$ cat config.mk
export PLATFORM = sky130hd
export DESIGN_NAME = mux_burst_arbiter
export DESIGN_NICKNAME = d
export VERILOG_FILES = /design/src/rtl/mux_burst_arbiter.sv
export SDC_FILE = /design/constraint.sdc
export NUM_CORES = 1
export LEC_CHECK = 0
export ABC_AREA = 1
export BUFFER_PORTS_ARGS = -buffer_cell sky130_fd_sc_hd__buf_2
export CORE_MARGIN = 2
export CORE_UTILIZATION = 50
export DETAILED_ROUTE_END_ITERATION = 16
export PLACE_DENSITY = 0.78
export SYNTH_ARGS = -nofsm -noshare
export SYNTH_HDL_FRONTEND = slang
export SYNTH_SLANG_ARGS = --single-unit
export TNS_END_PERCENT = 50
$ cat constraint.sdc
create_clock -name clk -period 1.8 [get_ports clk]
set_input_delay 0.09 -clock clk [delete_from_list [all_inputs] [get_ports clk]]
set_output_delay 0.09 -clock clk [all_outputs]
set_load 0.02 [all_outputs]
$ cat src/rtl/mux_burst_arbiter.sv
// Two-requester burst arbiter driving the select of a registered 2:1 data mux.
// Define MUX_BURST_ARB_FIXED_PRIO_EN to replace round-robin with fixed priority to requester 0.
module mux_burst_arbiter #(
    parameter int unsigned WIDTH     = 8,
    parameter int unsigned MAX_BURST = 16
) (
    input  logic             clk,
    input  logic             reset,
    input  logic             req_0,
    input  logic             last_0,
    input  logic [WIDTH-1:0] din_0,
    input  logic             req_1,
    input  logic             last_1,
    input  logic [WIDTH-1:0] din_1,
    output logic             gnt_0,
    output logic             gnt_1,
    output logic             sel,
    output logic [WIDTH-1:0] dout,
    output logic             dout_valid
);

    // Beat counter only has to reach MAX_BURST-1; one bit is kept when unlimited.
    localparam int unsigned CW = (MAX_BURST == 0) ? 1 : $clog2(MAX_BURST + 1);

    typedef enum logic [1:0] {
        IDLE   = 2'd0,
        GRANT0 = 2'd1,
        GRANT1 = 2'd2
    } state_t;

    state_t          state;
    logic            last_owner;
    logic [CW-1:0]   cnt;

    logic             owner;
    logic             req_own;
    logic             last_own;
    logic [WIDTH-1:0] din_own;
    logic             req_other;
    logic             accept;
    logic             at_limit;
    logic             release_now;
    logic             go_other;
    logic             pick;

    // Decode of the current owner's handshake and the release decision.
    always_comb begin
        owner       = (state == GRANT1);
        req_own     = owner ? req_1  : req_0;
        last_own    = owner ? last_1 : last_0;
        din_own     = owner ? din_1  : din_0;
        req_other   = owner ? req_0  : req_1;
        accept      = (state != IDLE) && req_own;
        at_limit    = (MAX_BURST != 0) && (cnt == CW'(MAX_BURST - 1));
        release_now = (state != IDLE) && (!req_own || last_own || at_limit);
`ifdef MUX_BURST_ARB_FIXED_PRIO_EN
        // Requester 0 still asking after its own release goes back via IDLE, where it wins again.
        go_other    = req_other && !((state == GRANT0) && req_0);
        pick        = !req_0;
`else
        go_other    = req_other;
        pick        = (req_0 && req_1) ? ~last_owner : req_1;
`endif
    end

    always_ff @(posedge clk) begin
        if (reset) begin
            state      <= IDLE;
            last_owner <= 1'b1;
            cnt        <= '0;
            gnt_0      <= 1'b0;
            gnt_1      <= 1'b0;
            sel        <= 1'b0;
            dout       <= '0;
            dout_valid <= 1'b0;
        end else begin
            dout_valid <= accept;
            if (accept) begin
                dout <= din_own;
            end

            case (state)
                IDLE: begin
                    if (req_0 || req_1) begin
                        state      <= pick ? GRANT1 : GRANT0;
                        last_owner <= pick;
                        cnt        <= '0;
                        gnt_0      <= ~pick;
                        gnt_1      <= pick;
                        sel        <= pick;
                    end
                end
                GRANT0, GRANT1: begin
                    if (release_now) begin
                        if (go_other) begin
                            // Direct handover: the other requester owns the mux on the next edge.
                            state      <= owner ? GRANT0 : GRANT1;
                            last_owner <= ~owner;
                            cnt        <= '0;
                            gnt_0      <= owner;
                            gnt_1      <= ~owner;
                            sel        <= ~owner;
                        end else begin
                            state <= IDLE;
                            gnt_0 <= 1'b0;
                            gnt_1 <= 1'b0;
                        end
                    end else if (accept && (MAX_BURST != 0)) begin
                        cnt <= cnt + CW'(1);
                    end
                end
                default: begin
                    state <= IDLE;
                    gnt_0 <= 1'b0;
                    gnt_1 <= 1'b0;
                end
            endcase
        end
    end

endmodule

==> out/qor.tcl <==
set qor(antenna_cells) 0
set qor(skew_ns) 0.003274
set qor(std_cell_rows) 16
set qor(critical_path.reg2reg.endpoint) {cnt[3]}
set qor(clk_buf_depth) 2
set qor(sequential_cell_area_fraction_in_the_yosys_report) 0.3314
set qor(tns_ns) 0
set qor(synth-main-ff-cell) {dfxtp_1}
set qor(reg2reg_from) {state[0]}
set qor(timing.slew.headroom) 0.7582
set qor(cts_buffers) 3
set qor(static-leakage-power_uw) 0.0006924
set qor(max_freq_mhz) 603.8
set qor(grt_overflow_total) 0
set qor(top_cell_types_by_occurrence_after_synthesis) {nand2_1, dfxtp_1, inv_1}
set qor(layout-drive-gt1-share) 0.3158
set qor(postSynthRegisterBits) 18
set qor(largest_net_degree_at_the_start_of_global_routing) 17
set qor(postRouteAntennaNets) 0
set qor(synth_async_sr_flop_share) 0
set qor(yosysUniqueCellTypes) 27
set qor(vias_per_cell) 5.028
set qor(holdPathStages) 2
set qor(endpoints_failing_setup) 0
set qor(floorplan.initialDensity) 0.5431
set qor(dr.first_iter.drc_count) 32
set qor(period_needed_ns) 1.656
set qor(cp-end-kind) {flop}
set qor(ctsHtreeMaxLevel) 1
set qor(area_growth_pct) 21.17
set qor(place_hpwl_mm) 1.827
set qor(cpLargestDelayFamily) {adder cells}
set qor(avg_wl_per_cell_microns) 11.26
set qor(cpMaxStageDelayCell) {ha_2}
set qor(routed_wirelength_mm) 2.444
set qor(postCtsSetupRepairBufs) 0
set qor(synth_top_area_cell) {dfxtp_1}
set qor(port_buffers) 33
set qor(worst-setup-path-type) {reg -> reg}
set qor(dr_vias) 1091
set qor(tritoncts_clock_tree) {yes}
set qor(core_area_sq_um) 2002
set qor(detail_route.drc_violations) 0
set qor(crit_path_start_kind) {flop}
set qor(wire_length_of_the_first_global_routing_pass_mm) 4.236
set qor(global_route.usage.total) 0.2154
set qor(number_of_nets_in_the_synthesized_netlist) 182
set qor(clock_sink_count) 18
set qor(status) {complete, no violations}
set qor(power-per-cell-area_nw_per_um2) 2061
set qor(worstPathBufferInverterCount) 4
set qor(hold_path_startpoint) {reset}
set qor(io_pins) 34
set qor(netlist.area_leader.share) 0.3314
set qor(worstMarginPinSlew_ns) 0.3623
set qor(synth_edf_count) 0
set qor(post_synth.cell_area_avg_sq_um) 7.060
set qor(crit_path_frequent_cell) {inv_1}
set qor(most_instantiated_library_cell_after_synthesis) {nand2_1}
set qor(timing.critical_path.slowest_cell_delay_ns) 0.40
set qor(hold_viol) 0
set qor(reg2reg_slack_ns) 0.14
set qor(worst_r2r_path_depth) 10
set qor(worst_ir_drop_on_vdd_mv) 1.204
set qor(clock_transition_at_path_regs_ns) 0.10
set qor(grt_antenna_before_repair) 0
set qor(gp_congestion) 0.9204
set qor(root_buffer) {clkbuf_4}
set qor(synth.top_cells.by_area) {dfxtp_1, nand2_1, ha_1, inv_1, nand3_1}
set qor(synthesis.area_sq_um) 1087
set qor(synth_warnings) 0
set qor(hold-path-endpoint) {sel}
set qor(grt_pass1_vias) 1019
set qor(signal_arrival_time_at_the_worst_endpoint_ns) 1.86
set qor(synth_cells) 154
set qor(finalHoldWorstSlack_ns) 0.03754
set qor(chip_width_microns) 50.63
set qor(die-area_sq_um) 2563
set qor(critical_path.cell_chain) {inv_1 -> ha_2 -> inv_1 -> nand2_1 -> nand3_1 -> inv_1 -> nand2_4 -> inv_4 -> o21ai_2 -> and2_1}
set qor(detail_route.first_pass.iterations) 4
set qor(timing.hold.worst.class) {in -> reg}
set qor(critPathMaxFanout) 6
set qor(fp.dieH_microns) 50.63
set qor(clk_latency_ns) 0.30
set qor(finish.net_count) 219
set qor(period_share) 0.9201
set qor(slew_violations) 0
set qor(worst_ep_required_time_ns) 2.00
set qor(drv_cap) 0
-- power by group --
| group | total, uW | internal [uW] | switching, uW |
|---|---|---|---|
| combinational | 1810 | 653 | 1160 |
| sequential | 650 | 555 | 95.0 |
| clock | 254 | 123 | 130 |
| total | 2710 | 1330 | 1380 |
-- routing by layer --
metal  wire [microns]  global-route usage  vias up
met2             1172              0.3575       31
met1             1126              0.2709      492
li1                 -                   -      561
met3               96             0.04464        7
met4               48             0.08559        0
met5                0                   0        -
-- state kept, by name (all words and copies together), names as in the netlist --
register	cells
state	1
gnt_1	1
dout_valid	1
dout	8
sel	1
last_owner	1
cnt	5
-- layout make-up --
class | count | area (sq um)
sequential | 18 | 361.6
multi-input combinational | 110 | 613.1
fill | 176 | 684.4
clock buffer | 4 | 36.28
timing repair buffer | 36 | 187.7
inverter | 22 | 85.08
tap | 27 | 33.78
-- how the worst max path moves through the flow --
stage,startpoint,endpoint,depth (start not counted)
floorplan,state[0],cnt[3],11
global placement,state[0],cnt[0],10
detailed placement,gnt_1,sel,9
CTS,gnt_1,sel,9
global route,state[0],dout[5],7
finish,state[0],cnt[3],10
-- kinds of logic (layout without fill, tap and decap cells) --
logic type | after synthesis | count (layout) | share of synthesized area
adder cells (fa/ha/maj) | 6 | 6 | 0.06904
AO/OA/AOI/OAI | 27 | 27 | 0.1461
AND/OR/NAND/NOR | 75 | 75 | 0.3280
flip-flops | 18 | 18 | 0.3314
buffers and inverters | 26 | 62 | 0.1093
XOR/XNOR | 2 | 2 | 0.01611
-- metrics by stage --
stage	utilization	std cells	total power [uW]	cell area, sq um	setup slack [ns]
after floorplan	-	154	2067	1087	0.09910
after global placement	0.6369	213	2360	1275	0.1083
after detailed placement	0.6369	213	2407	1275	0.08436
after CTS	0.6550	217	2699	1311	0.05120
after global routing	0.6581	217	2996	1318	-0.004870
final	0.6581	217	2715	1318	0.1438
-- cells in the final DEF, fill, tap and decap left out --
cell type | synthesis | routed
nand2_1 | 44 | 44
buf_2 | 0 | 33
inv_1 | 18 | 18
dfxtp_1 | 18 | 17
nand3_1 | 11 | 11
o21ai_0 | 11 | 11
a31oi_1 | 8 | 8
nor2_1 | 6 | 6
nand2_2 | 4 | 4
ha_1 | 6 | 4
nand2_4 | 3 | 3
a21oi_1 | 3 | 3
clkbuf_4 | 0 | 3
buf_4 | 1 | 3
nor2_4 | 2 | 2
o21ai_2 | 2 | 2
inv_2 | 2 | 2
nor2_2 | 2 | 2
xor2_1 | 2 | 2
ha_2 | 0 | 2
a21boi_0 | 1 | 1
a21oi_2 | 1 | 1
nand3b_1 | 1 | 1
clkinv_1 | 1 | 1
inv_4 | 1 | 1
and2_1 | 1 | 1
o21ai_1 | 1 | 1
nand4_1 | 1 | 1
clkbuf_8 | 0 | 1
dfxtp_2 | 0 | 1
-- repair_timing --
action,4_1_cts,5_1_grt
hold buffers,0,0
setup endpoints to repair,0,12
hold endpoints to repair,0,0
gates resized for setup,0,3
Note: power is estimated with default switching activity, not from simulation.
